## config.mk

```make
export PLATFORM = sky130hd
export DESIGN_NAME = hh_neuron_scheduler_flat
export DESIGN_NICKNAME = d
export VERILOG_FILES = /design/src/rtl/hh_neuron_scheduler_pkg.sv /design/src/rtl/hh_neuron_scheduler_if.sv /design/src/rtl/hh_neuron_scheduler_state_rf.sv /design/src/rtl/hh_neuron_scheduler.sv /design/src/flat_wrapper.sv
export SDC_FILE = /design/constraint.sdc
export NUM_CORES = 1
export LEC_CHECK = 0
export CAP_MARGIN = 20
export CORE_MARGIN = 3
export CORE_UTILIZATION = 55
export CTS_CLUSTER_SIZE = 20
export DETAILED_ROUTE_END_ITERATION = 16
export GPL_TIMING_DRIVEN = 0
export PLACE_DENSITY = 0.74
export SYNTH_ARGS = -nofsm -noshare
export SYNTH_HDL_FRONTEND = slang
export SYNTH_SLANG_ARGS = --single-unit
```

## constraint.sdc

```tcl
create_clock -name clk -period 53.9 [get_ports clk]
set_clock_uncertainty 0.05 [all_clocks]
set_input_delay 10.78 -clock clk [delete_from_list [all_inputs] [get_ports clk]]
set_output_delay 10.78 -clock clk [all_outputs]
set_load 0.01 [all_outputs]
```

## src/rtl/hh_neuron_scheduler_pkg.sv

```systemverilog
// Shared types and constants for the Hodgkin-Huxley neuron scheduler.
// All quantities are signed Q8.8.
package hh_pkg;

  localparam int Q_W = 16;

  localparam logic [Q_W-1:0] HH_V_REST   = 16'hBF00;
  localparam logic [Q_W-1:0] HH_M_REST   = 16'h000D;
  localparam logic [Q_W-1:0] HH_H_REST   = 16'h009A;
  localparam logic [Q_W-1:0] HH_N_REST   = 16'h0052;
  localparam logic [Q_W-1:0] HH_V_THRESH = 16'h0000;

  // One neuron's gating state, V in the most significant slice.
  typedef struct packed {
    logic [Q_W-1:0] v;
    logic [Q_W-1:0] m;
    logic [Q_W-1:0] h;
    logic [Q_W-1:0] n;
  } hh_state_t;

  typedef enum logic [2:0] {
    S_IDLE,
    S_ISSUE,
    S_WAIT,
    S_WB,
    S_DONE
  } hh_fsm_e;

endpackage

```

## src/rtl/hh_neuron_scheduler_if.sv

```systemverilog
// Operand/result handshake between the scheduler (master) and the shared
// Hodgkin-Huxley update datapath (slave).
interface hh_neuron_scheduler_if
  import hh_pkg::*;
#(
  parameter int IDX_W = 3
) ();

  logic             dp_req;
  logic [IDX_W-1:0] dp_idx;
  logic [Q_W-1:0]   dp_V;
  logic [Q_W-1:0]   dp_m;
  logic [Q_W-1:0]   dp_h;
  logic [Q_W-1:0]   dp_n;
  logic [Q_W-1:0]   dp_I;
  logic             dp_done;
  logic [Q_W-1:0]   dp_V_next;
  logic [Q_W-1:0]   dp_m_next;
  logic [Q_W-1:0]   dp_h_next;
  logic [Q_W-1:0]   dp_n_next;

  modport master (
    output dp_req, dp_idx, dp_V, dp_m, dp_h, dp_n, dp_I,
    input  dp_done, dp_V_next, dp_m_next, dp_h_next, dp_n_next
  );

  modport slave (
    input  dp_req, dp_idx, dp_V, dp_m, dp_h, dp_n, dp_I,
    output dp_done, dp_V_next, dp_m_next, dp_h_next, dp_n_next
  );

endinterface

```

## src/rtl/hh_neuron_scheduler_state_rf.sv

```systemverilog
// Per-neuron (V, m, h, n) register file: one combinational read port,
// one synchronous write port, every entry resets to the resting state.
module hh_state_rf
  import hh_pkg::*;
#(
  parameter int             N_NEURONS = 8,
  parameter int             IDX_W     = 3,
  parameter logic [Q_W-1:0] V_REST    = HH_V_REST,
  parameter logic [Q_W-1:0] M_REST    = HH_M_REST,
  parameter logic [Q_W-1:0] H_REST    = HH_H_REST,
  parameter logic [Q_W-1:0] N_REST    = HH_N_REST
) (
  input  logic             clk,
  input  logic             rst,
  input  logic             i_we,
  input  logic [IDX_W-1:0] i_waddr,
  input  hh_state_t        i_wdata,
  input  logic [IDX_W-1:0] i_raddr,
  output hh_state_t        o_rdata
);

  localparam hh_state_t LP_REST = {V_REST, M_REST, H_REST, N_REST};

  hh_state_t r_mem [N_NEURONS];

  // NOTE: this array is built from flops rather than a RAM macro because a
  // reset must return every neuron to rest at once, which SRAMs cannot do.
  always_ff @(posedge clk or posedge rst) begin
    // NOTE: sequential state always uses <= so every flop samples pre-edge values.
    if (rst) begin
      for (int i = 0; i < N_NEURONS; i++) r_mem[i] <= LP_REST;
    end else if (i_we) begin
      r_mem[i_waddr] <= i_wdata;
    end
  end

  assign o_rdata = r_mem[i_raddr];

endmodule

```

## src/rtl/hh_neuron_scheduler.sv

```systemverilog
// Time-multiplexes one Hodgkin-Huxley update datapath across N_NEURONS neurons.
// Owns the injected-current file and the sweep FSM; gating state lives in hh_state_rf.
module hh_neuron_scheduler
  import hh_pkg::*;
#(
  parameter int             N_NEURONS = 8,
  parameter int             IDX_W     = 3,
  parameter logic [Q_W-1:0] V_REST    = HH_V_REST,
  parameter logic [Q_W-1:0] M_REST    = HH_M_REST,
  parameter logic [Q_W-1:0] H_REST    = HH_H_REST,
  parameter logic [Q_W-1:0] N_REST    = HH_N_REST,
  parameter logic [Q_W-1:0] V_THRESH  = HH_V_THRESH
) (
  input  logic                  clk,
  input  logic                  rst,
  input  logic                  step_tick,
  input  logic                  cfg_we,
  input  logic [IDX_W-1:0]      cfg_idx,
  input  logic [Q_W-1:0]        cfg_I,
  hh_neuron_scheduler_if.master dp,
  output logic                  spike_valid,
  output logic [IDX_W-1:0]      spike_idx,
  output logic                  step_done,
  output logic                  busy,
  output logic                  overrun
);

  localparam logic [IDX_W-1:0] LP_LAST = IDX_W'(N_NEURONS - 1);
  localparam logic [IDX_W:0]   LP_N    = (IDX_W + 1)'(N_NEURONS);

  hh_fsm_e          r_state, w_state_nxt;
  logic [IDX_W-1:0] r_ptr;
  logic [Q_W-1:0]   r_cur [N_NEURONS];
  hh_state_t        r_res;
  hh_state_t        w_rd_state;
  logic             w_last;
  logic             w_wb;
  logic             w_cfg_ok;

  assign w_last   = (r_ptr == LP_LAST);
  assign w_wb     = (r_state == S_WB);
  assign w_cfg_ok = cfg_we && ({1'b0, cfg_idx} < LP_N);

  hh_state_rf #(
    .N_NEURONS (N_NEURONS),
    .IDX_W     (IDX_W),
    .V_REST    (V_REST),
    .M_REST    (M_REST),
    .H_REST    (H_REST),
    .N_REST    (N_REST)
  ) u_state_rf (
    .clk     (clk),
    .rst     (rst),
    .i_we    (w_wb),
    .i_waddr (r_ptr),
    .i_wdata (r_res),
    .i_raddr (r_ptr),
    .o_rdata (w_rd_state)
  );

  always_ff @(posedge clk or posedge rst) begin
    if (rst) r_state <= S_IDLE;
    else     r_state <= w_state_nxt;
  end

  always_comb begin
    // NOTE: every signal driven here gets a default first, so no path infers a latch.
    w_state_nxt = r_state;
    dp.dp_req   = 1'b0;
    busy        = 1'b0;
    step_done   = 1'b0;
    spike_valid = 1'b0;
    spike_idx   = '0;
    unique case (r_state)
      S_IDLE:  if (step_tick) w_state_nxt = S_ISSUE;
      S_ISSUE: begin
        busy        = 1'b1;
        w_state_nxt = S_WAIT;
      end
      S_WAIT: begin
        busy      = 1'b1;
        dp.dp_req = 1'b1;
        if (dp.dp_done) w_state_nxt = S_WB;
      end
      S_WB: begin
        busy        = 1'b1;
        w_state_nxt = w_last ? S_DONE : S_ISSUE;
        // dp_V still holds this neuron's pre-update V: upward crossings only.
        if ($signed(dp.dp_V) < $signed(V_THRESH) &&
            $signed(r_res.v) >= $signed(V_THRESH)) begin
          spike_valid = 1'b1;
          spike_idx   = r_ptr;
        end
      end
      S_DONE: begin
        step_done   = 1'b1;
        w_state_nxt = S_IDLE;
      end
      default: w_state_nxt = S_IDLE;
    endcase
  end

  always_ff @(posedge clk or posedge rst) begin
    if (rst) begin
      r_ptr     <= '0;
      dp.dp_idx <= '0;
      dp.dp_V   <= '0;
      dp.dp_m   <= '0;
      dp.dp_h   <= '0;
      dp.dp_n   <= '0;
      dp.dp_I   <= '0;
      r_res     <= '0;
    end else begin
      case (r_state)
        S_IDLE:  if (step_tick) r_ptr <= '0;
        S_ISSUE: begin
          dp.dp_idx <= r_ptr;
          dp.dp_V   <= w_rd_state.v;
          dp.dp_m   <= w_rd_state.m;
          dp.dp_h   <= w_rd_state.h;
          dp.dp_n   <= w_rd_state.n;
          dp.dp_I   <= r_cur[r_ptr];
        end
        S_WAIT:  if (dp.dp_done) r_res <= {dp.dp_V_next, dp.dp_m_next, dp.dp_h_next, dp.dp_n_next};
        S_WB:    if (!w_last) r_ptr <= r_ptr + IDX_W'(1);
        default: ;
      endcase
    end
  end

  // Current is sampled at ISSUE, so a write lands for the neuron only if it precedes that cycle.
  always_ff @(posedge clk or posedge rst) begin
    if (rst) begin
      for (int i = 0; i < N_NEURONS; i++) r_cur[i] <= '0;
    end else if (w_cfg_ok) begin
      r_cur[cfg_idx] <= cfg_I;
    end
  end

  always_ff @(posedge clk or posedge rst) begin
    if (rst)                               overrun <= 1'b0;
    else if (step_tick && r_state != S_IDLE) overrun <= 1'b1;
  end

endmodule
```

## src/flat_wrapper.sv

```systemverilog
// flat-port wrapper written by rule: the top's interface ports become plain ports
module hh_neuron_scheduler_flat import hh_pkg::*;
#(
  parameter int             N_NEURONS = 8,
  parameter int             IDX_W     = 3,
  parameter logic [Q_W-1:0] V_REST    = HH_V_REST,
  parameter logic [Q_W-1:0] M_REST    = HH_M_REST,
  parameter logic [Q_W-1:0] H_REST    = HH_H_REST,
  parameter logic [Q_W-1:0] N_REST    = HH_N_REST,
  parameter logic [Q_W-1:0] V_THRESH  = HH_V_THRESH
)
  (clk, rst, step_tick, cfg_we, cfg_idx, cfg_I, spike_valid, spike_idx, step_done, busy, overrun, dp_dp_req, dp_dp_idx, dp_dp_V, dp_dp_m, dp_dp_h, dp_dp_n, dp_dp_I, dp_dp_done, dp_dp_V_next, dp_dp_m_next, dp_dp_h_next, dp_dp_n_next);
  hh_neuron_scheduler_if #(.IDX_W(IDX_W)) dp_i ();
  input  logic clk;
  input  logic rst;
  input  logic step_tick;
  input  logic cfg_we;
  input  logic [IDX_W-1:0] cfg_idx;
  input  logic [Q_W-1:0] cfg_I;
  output logic spike_valid;
  output logic [IDX_W-1:0] spike_idx;
  output logic step_done;
  output logic busy;
  output logic overrun;
  output wire logic [$bits(dp_i.dp_req)-1:0] dp_dp_req;
  output wire logic [$bits(dp_i.dp_idx)-1:0] dp_dp_idx;
  output wire logic [$bits(dp_i.dp_V)-1:0] dp_dp_V;
  output wire logic [$bits(dp_i.dp_m)-1:0] dp_dp_m;
  output wire logic [$bits(dp_i.dp_h)-1:0] dp_dp_h;
  output wire logic [$bits(dp_i.dp_n)-1:0] dp_dp_n;
  output wire logic [$bits(dp_i.dp_I)-1:0] dp_dp_I;
  input wire logic [$bits(dp_i.dp_done)-1:0] dp_dp_done;
  input wire logic [$bits(dp_i.dp_V_next)-1:0] dp_dp_V_next;
  input wire logic [$bits(dp_i.dp_m_next)-1:0] dp_dp_m_next;
  input wire logic [$bits(dp_i.dp_h_next)-1:0] dp_dp_h_next;
  input wire logic [$bits(dp_i.dp_n_next)-1:0] dp_dp_n_next;
  assign dp_dp_req = dp_i.dp_req;
  assign dp_dp_idx = dp_i.dp_idx;
  assign dp_dp_V = dp_i.dp_V;
  assign dp_dp_m = dp_i.dp_m;
  assign dp_dp_h = dp_i.dp_h;
  assign dp_dp_n = dp_i.dp_n;
  assign dp_dp_I = dp_i.dp_I;
  assign dp_i.dp_done = dp_dp_done;
  assign dp_i.dp_V_next = dp_dp_V_next;
  assign dp_i.dp_m_next = dp_dp_m_next;
  assign dp_i.dp_h_next = dp_dp_h_next;
  assign dp_i.dp_n_next = dp_dp_n_next;
  hh_neuron_scheduler #(.N_NEURONS(N_NEURONS), .IDX_W(IDX_W), .V_REST(V_REST), .M_REST(M_REST), .H_REST(H_REST), .N_REST(N_REST), .V_THRESH(V_THRESH)) u_core (.clk(clk), .rst(rst), .step_tick(step_tick), .cfg_we(cfg_we), .cfg_idx(cfg_idx), .cfg_I(cfg_I), .dp(dp_i), .spike_valid(spike_valid), .spike_idx(spike_idx), .step_done(step_done), .busy(busy), .overrun(overrun));
endmodule
```

# Word-level counts from Yosys, hierarchy flattened

Cells that the tools add are included.

Bits in registers: 794
Input bits: 88
Output and inout bits: 91
Word-level logic and storage cells: 107

Add/subtract/negate cells: 1
Order comparisons: 6
Equal/unequal tests: 8
Muxes and demuxes: 26
Bitwise operators: 2
Reduce and logical (&&, ||, !) cells: 11

Operator list:

| cell                  | number |
|---|---|
| $bwmux W512           | 1 |
| $bmux W64 S3          | 1 |
| $demux W64 S3         | 1 |
| $mux W64              | 3 |
| $bwmux W128           | 1 |
| $bmux W16 S3          | 1 |
| $demux W16 S3         | 1 |
| $mux W16              | 3 |
| $mux W3               | 7 |
| $ge A16 B1 Y1 const B | 1 |
| $lt A16 B1 Y1 const B | 1 |
| $pmux W3 S4           | 1 |
| $ge A4 B4 Y1 const B  | 2 |
| $lt A4 B1 Y1 const B  | 2 |
| $not A3 Y4            | 2 |
| $eq A3 B2 Y1 const B  | 2 |
| $eq A3 B3 Y1 const B  | 2 |
| $ne A2 B2 Y1 const B  | 3 |
| $pmux W3 S2           | 1 |
| $mux W1               | 5 |
| $logic_and A1 B1 Y1   | 4 |
| $reduce_and A2 Y1     | 2 |
| $add A3 B1 Y3 const B | 1 |
| $eq A3 B1 Y1 const B  | 1 |
| 5 further kinds       | 5 |

# Logic depth before layout (Yosys ltp)

Gate-level depths: netlist (run 1).

Depth after elaboration: 6
Depth in mapped cells: 7
Gate-level depth less buffers: 5

# Modules after synthesis

From an unflattened synthesis (run 1), not the netlist that was laid out.

Cell total of the unflattened synthesis: 2221
Area, all modules: 34891.0 sq um

By module, submodules not included:

| module              | instances | cells an instance | area each (sq um) | sequential area each (sq um) |
|---|---|---|---|---|
| hh_state_rf         | 1         | 1315              | 23019.6           | 12982.5 |
| hh_neuron_scheduler | 1         | 906               | 11871.4           | 7056.8 |

# Worst setup path after synthesis (run 1)

OpenSTA, ideal clock, no wires.

Path kind: reg-to-output
From: reg u_core.r_state[2]
To: out spike_idx[0]
Data arrival time: 1.369 ns
Required time: 43.070 ns
Slack: 41.701 ns
Cell stages (with the launch flop): 5
Buffers on the path: 1
Cells stage by stage: dfrtp_1 > buf_2 > nand3b_4 > nor3b_1 > and2_1

Cells in the longest elaborated chain, start to end: 2

RTL lines:

| element                | RTL line                  | RTL |
|---|---|---|
| start, declared        | hh_neuron_scheduler.sv:31 | `hh_fsm_e r_state, w_state_nxt;` |
| start signal, assigned | hh_neuron_scheduler.sv:63 | `else r_state <= w_state_nxt;` |
| $eq A3 B2 Y1           | hh_neuron_scheduler.sv:74 | `unique case (r_state)` |
| $mux W3                | hh_neuron_scheduler.sv:74 |  |
| end, declared          | flat_wrapper.sv:21        | `output logic [IDX_W-1:0] spike_idx;` |

No other way between the ends.

# Final worst setup path (run 1)

From: reg u_core.r_state[2]
To: out spike_idx[1]

The elaborated chain is that of the path after synthesis.

==> reports/metrics.yaml, run 1 <==
critical_path:
  worst_path_largest_cell_delay_ns: 0.59
  path_delay_family: "simple AND/OR/NAND/NOR gates"
  critPathBufInv: 2
  crit_fanout: 10
  arrival_ns: 2.77
  endpoint_kind: "primary output"
  timing.rr.start: "u_core.r_ptr[2]"
  r2r_cells: 6
  cp_cell_sequence: "buf_2 > nand3b_4 > nor3b_1 > and2_1 > clkdlybuf4s50_1"
  reg2reg_slack_ns: 51.13
  critPathLaunchType: "flip-flop"
  slowest_stage: "nor3b_1"
  worstSetupPathType: "reg -> out"
  required_ns: 43.07
  r2r_end: "u_core.dp.dp_h[11]"
route:
  routedWlPerCell_um: 24.9
  first_iter_violations: 1331
  first_pass_iters: 5
  vias_per_cell: 5.96
  drc: 0
  finalWirelength_um: 88000
  num_vias: 21100
  drt.antenna.violating_nets: 0
status:
  status: "finished, final reports clean"
power_and_ir_drop:
  irDropWorstVdd_mv: 0.0313
  leakage_nw: 17.5
  power.density_nw_per_um2: 53.4
synth:
  synth_top_cell_by_area: "dfrtp_1"
  synth.top_cell.area_share_pct: 47.2
  ys_seq_area_share_pct: 57.4
  syn_area_per_cell_um2: 14.8
  syn_inst: 2366
  async_reset_ff_share_pct: 100
  synth_common_cells: "685 x mux2_2, 658 x dfrtp_1, 322 x mux2i_1"
  yosysUniqueCellTypes: 40
  post-synth-top-count-cell: "mux2_2"
  synth_area_leaders: "dfrtp_1 47%, mux2_2 22%, dfstp_2 10%, mux2i_1 9.2%, o22a_1 4.0%"
  yosys_warnings: 0
  synth_flop_cell: "dfrtp_1"
  synth-seq-cells: 794
  syn_nets: 2456
  netlist_area_um2: 34900
  synth_edf_count: 0
die:
  dieArea_um2: 66500
  die_w_um: 258
  initial_core_util_pct: 56.1
  fp.dieH_um: 258
  core_um2: 62300
  rows: 91
  ios: 179
timing:
  fmax_ghz: 0.0735
  worstMarginPinSlew_ns: 1.04
  fin_ws_ns: 40.30
  period_minus_slack_ns: 13.60
  rsz0062_at_grt: "false"
  hold_viol: 0
  setup_viol: 0
  setup_tns_ns: 0
  finalCritPeriodShare_pct: 25.2
  relSlewSlack_pct: 30.7
  drv_slew: 0
hold_path:
  holdPathStages: 1
  min_from: "u_core.overrun"
  hold_class: "reg -> reg"
  hold_end: "u_core.overrun"
global_route:
  grt_pass1_vias: 22600
  grt_pass1_wl_um: 135000
  track_usage_pct: 26.5
  antenna_found_initial: 1
  overflow: 0
  grt_max_degree: 134
clock_tree:
  numClockSinks: 794
  cts_tree: "yes"
  holdBufCountCts: 0
  cts_inserted_buffers: 83
  cts_resized: 0
  ctsHtreeMaxLevel: 3
  cts-root-buf: "clkbuf_16"
  clk_pin_slew_ns: 0.06
  clk_latency_ns: 0.62
  postCtsSetupBuffers: 0
  clock_path_buffers: 3
placement:
  dpl.hpwl_um: 57500
  dp_slack_ns: 40.35
  gp_congestion: 0.800
  port_buffers: 174
finish:
  drive_gt1_share_pct: 40.5
  fin_nets: 2721
  fin_util_pct: 65.3
  syn_to_final_growth_pct: 16.5
run:
  maxCapViolations: 0
worst register-to-register path: stages (launching register included):
cell and delay (ns):
dfrtp_1 0.37, buf_2 0.25, nand2b_1 0.14, clkbuf_1 0.65, clkbuf_1 0.73, o22a_1 0.29, a31oi_1 0.10
placed cells by master, fill, tap and decap left out, types with 55 or more instances in the layout:
| cell | instances |
|---|---|
| a31oi_1 | 80 |
| clkbuf_1 | 55 |
| clkbuf_16 | 84 |
| clkdlybuf4s50_1 | 174 |
| dfrtp_1 | 658 |
| dfstp_2 | 136 |
| mux2_2 | 685 |
| mux2i_1 | 322 |
| nor2_1 | 84 |
| o22a_1 | 160 |
power breakdown:
group | total (mW) | switching (mW) | internal, mW
clock | 0.582 | 0.233 | 0.350
combinational | 0.652 | 0.312 | 0.340
sequential | 0.937 | 0.148 | 0.789
total | 2.17 | 0.693 | 1.48
sequential cells by signal (all words and copies together) (netlist names):
| signal | cells |
|---|---|
| u_core.dp.dp_I | 16 |
| u_core.dp.dp_V | 16 |
| u_core.dp.dp_h | 16 |
| u_core.dp.dp_idx | 3 |
| u_core.dp.dp_m | 16 |
| u_core.dp.dp_n | 16 |
| u_core.overrun | 1 |
| u_core.r_cur | 128 |
| u_core.r_ptr | 3 |
| u_core.r_res | 64 |
| u_core.r_state | 3 |
| u_core.u_state_rf.r_mem | 512 |
worst max path at each step:
stage,startpoint,to,slack (ns),depth (start not counted)
after global routing,u_core.r_state[2],spike_idx[1],40.19,5
final,u_core.r_state[2],spike_idx[1],40.30,5
after floorplan,rst,u_core.dp.dp_I[0],21.00,1
after detailed placement,rst,u_core.r_cur[44],40.35,5
after global placement,rst,u_core.r_cur[44],13.78,2
after CTS,u_core.r_state[2],spike_idx[2],40.25,5
per-stage QoR:
stage / hold slack (ns) / instances / total power [mW] / instance area (um^2)
after floorplan: 0.408 / 2366 / 1.34 / 34900
after global placement: 0.404 / 3377 / 1.56 / 37700
after detailed placement: 0.422 / 3383 / 1.59 / 37900
after CTS: 0.438 / 3533 / 2.18 / 40700
after global routing: 0.455 / 3534 / 2.27 / 40700
final: 0.437 / 3534 / 2.17 / 40700
layer usage:
| layer | up-vias | global-route usage (%) | wire, um |
|---|---|---|---|
| met4 | 0 | 8.42 | 2620 |
| met1 | 11200 | 34.9 | 37500 |
| met3 | 147 | 4.64 | 4290 |
| li1 | 9229 | - | - |
| met5 | - | 0 | 0 |
| met2 | 547 | 44.7 | 43600 |
cell families (layout without fill, tap and decap cells):
logic type	count (synthesis)	count (layout)	synth area share, %
other	0	1	0
buffers and inverters	168	498	2.96
AND/OR/NAND/NOR	128	128	1.99
adder cells (fa/ha/maj)	2	2	0.0717
multiplexers	1030	1030	32.1
flip-flops	794	794	57.4
AO/OA/AOI/OAI	244	244	5.52
layout make-up:
type                            instances  area (um^2)
Antenna cell                            1         2.50
Sequential cell                       794        20000
Clock inverter                         24          292
Timing Repair Buffer                  180         1910
Tap cell                              837         1050
Buffer                                165         1020
Fill cell                            4550        21600
Clock buffer                          126         2510
Inverter                                3         18.8
Multi-Input combinational cell       1404        13800
Power figures use the tool's default switching activity.
==> run 2, diff against run 1 <==
- clock period: 53.9 -> 12.7 ns (I/O delays scaled with it)
==> run 2 against run 1 <==
  * Register-to-register slack got worse by 41 ns
  * Count of clock-buffer cells in the layout decreased by 2
  * Utilization increased by 0.47 points
  * Routed wire length decreased by 0.47%
  * First-iteration DRC count decreased by 17%
  * Flip-flop and latch count unchanged
  * Largest cell class unchanged
  * Highest routed layer unchanged
  * Design area increased by 0.73%
  * Combinational power increased to 4.2 times the previous value
  * Via count increased by 0.57%
==> reports/metrics.yaml, run 2 (same netlist as run 1, synthesis figures left out) <==
status:
  status: "finished, final reports clean"
finish:
  layout_commonest_cell: "mux2_2"
  stdcell_area_um2: 41000  # +0.73%
  fin_nets: 2737  # +0.59%
  fin_util_pct: 65.8  # +0.47 points
  nFillCells: 4489  # -1.3%
  syn_to_final_growth_pct: 17.4
  regArea_um2: 20000  # unchanged
  largest_reg_flops: 512  # unchanged
  num_antenna_cells: 0  # -1
  finalNonFillerCells: 3551  # +0.48%
  top_regs: "u_core.u_state_rf.r_mem (512), u_core.r_cur (128), u_core.r_res (64)"
  drive_gt1_share_pct: 40.9  # +0.32 points
  top_register: "u_core.u_state_rf.r_mem"
  multi_input_area_um2: 13800  # unchanged
  most-common-layout-cells: "685 x mux2_2, 658 x dfrtp_1, 322 x mux2i_1"
timing:
  setup_viol: 0  # unchanged
  hold_viol: 0  # unchanged
  relSlewSlack_pct: 30.9  # +0.12 points
  period_minus_slack_ns: 5.42
  fmax_ghz: 0.184
  holdWs_ns: 0.425  # -0.0120 ns
  worstMarginPinSlew_ns: 1.04  # -0.00185 ns
  finalCritPeriodShare_pct: 42.7
  rsz0062_at_grt: "false"
  drv_slew: 0  # unchanged
critical_path:
  arrival_ns: 2.83  # +0.06 ns
  endpoint_kind: "primary output"
  crit_fanout: 10  # unchanged
  critPathLaunchType: "flip-flop"
  worstSetupPathType: "reg -> out"
  required_ns: 10.11  # -32.96 ns
global_route:
  antenna_found_initial: 0  # -1
  grt_max_degree: 47  # -65%
  grt_pass1_vias: 22800  # +0.82%
  overflow: 0  # unchanged
  grt_pass1_wl_um: 135000  # +0.30%
  track_usage_pct: 26.5  # about the same
die:
  core_um2: 62300  # unchanged
  ios: 179  # unchanged
  fp.dieH_um: 258  # unchanged
  rows: 91  # unchanged
  die_w_um: 258  # unchanged
  initial_core_util_pct: 56.1  # unchanged
  dieArea_um2: 66500  # unchanged
placement:
  dpl.hpwl_um: 58500  # +1.8%
  place_inst: 3397  # +0.41%
  port_buffers: 174  # unchanged
  gp_congestion: 0.798  # -0.24%
  placed_cell_area_um2: 38100  # +0.61%
hold_path:
  hold_class: "reg -> reg"
route:
  drc: 0  # unchanged
  first_iter_violations: 1111  # -17%
  routedWlPerCell_um: 24.7  # -0.95%
  first_pass_iters: 5  # unchanged
  finalWirelength_um: 87600  # -0.47%
  num_vias: 21200  # +0.57%
  vias_per_cell: 5.97  # about the same
  drt.antenna.violating_nets: 0  # unchanged
power_and_ir_drop:
  irDropWorstVdd_mv: 0.145  # +360%
  power.density_nw_per_um2: 226  # +320%
  total_power_mw: 9.26  # +330%
  leakage_nw: 17.6  # +0.75%
clock_tree:
  cts_resized: 0  # unchanged
  cts-root-buf: "clkbuf_16"
  cts_inserted_buffers: 85  # +2.4%
  clk_latency_ns: 0.62  # about the same
  clock_path_buffers: 3  # unchanged
  holdBufCountCts: 0  # unchanged
  clk_pin_slew_ns: 0.06  # about the same
  cts_tree: "yes"
  postCtsSetupBuffers: 0  # unchanged
  numClockSinks: 794  # unchanged
  ctsHtreeMaxLevel: 3  # unchanged
run:
  maxCapViolations: 0  # unchanged
run 2: cell types whose count changed in the layout (fill, tap and decap cells not counted), sizes merged, moves of 2 or more:
cell / before / now
clkinv: 16 / 18
clkbuf: 164 / 162
clkinvlp: 1 / 3
buf: 133 / 147
run 2: cell type report:
type                    instances  share of cell area [%]
clock buffers                 124                    6.12
clock inverters                30                   0.879
plain buffers                 165                    2.50
inverters                       3                  0.0366
well taps                     837                    2.56
multi-input cells            1404                    33.8
flip-flops and latches        794                    48.9
repair buffers                194                    5.23
run 2: stage by stage:
| step | TNS [ns] | setup WS, ns |
|---|---|---|
| floorplan | -444.66 | -0.676 |
| global placement | -2984.68 | -4.57 |
| detailed placement | 0 | 7.94 |
| CTS | 0 | 7.26 |
| global route | 0 | 7.17 |
| finish | 0 | 7.28 |
run 2: power breakdown:
part           internal [mW]  switching (mW)
Clock                   1.51           0.996
Combinational           1.45            1.32
Sequential              3.35           0.624
Total                   6.31            2.94
run 2: routing by layer:
| metal | track usage (%) | part of all wire [%] |
|---|---|---|
| met1 | 34.9 | 43 |
| met2 | 44.5 | 49 |
| met3 | 4.55 | 4.8 |
| met4 | 9.24 | 3.4 |
| met5 | 0 | 0 |
run 2: worst max-delay path: stages (launching register included):
cell	delay, ns
dfrtp_1	0.37
buf_2	0.19
nand3b_4	0.21
nor3b_1	0.68
and2_1	0.23
clkdlybuf4s50_1	0.53
run 2: path summary, 6_finish.rpt:
kind	slack, ns	from	depth (start not counted)	endpoint
min reg2reg	0.42	u_core.overrun	1	u_core.overrun
max in group asynchronous	8.71	rst	7	u_core.r_cur[62]
min in group asynchronous	2.18	rst	2	u_core.u_state_rf.r_mem[472]
max reg2reg	9.93	u_core.r_ptr[2]	6	u_core.dp.dp_n[3]
max	7.28	u_core.r_state[2]	5	spike_idx[2]
min	0.42	u_core.overrun	1	u_core.overrun
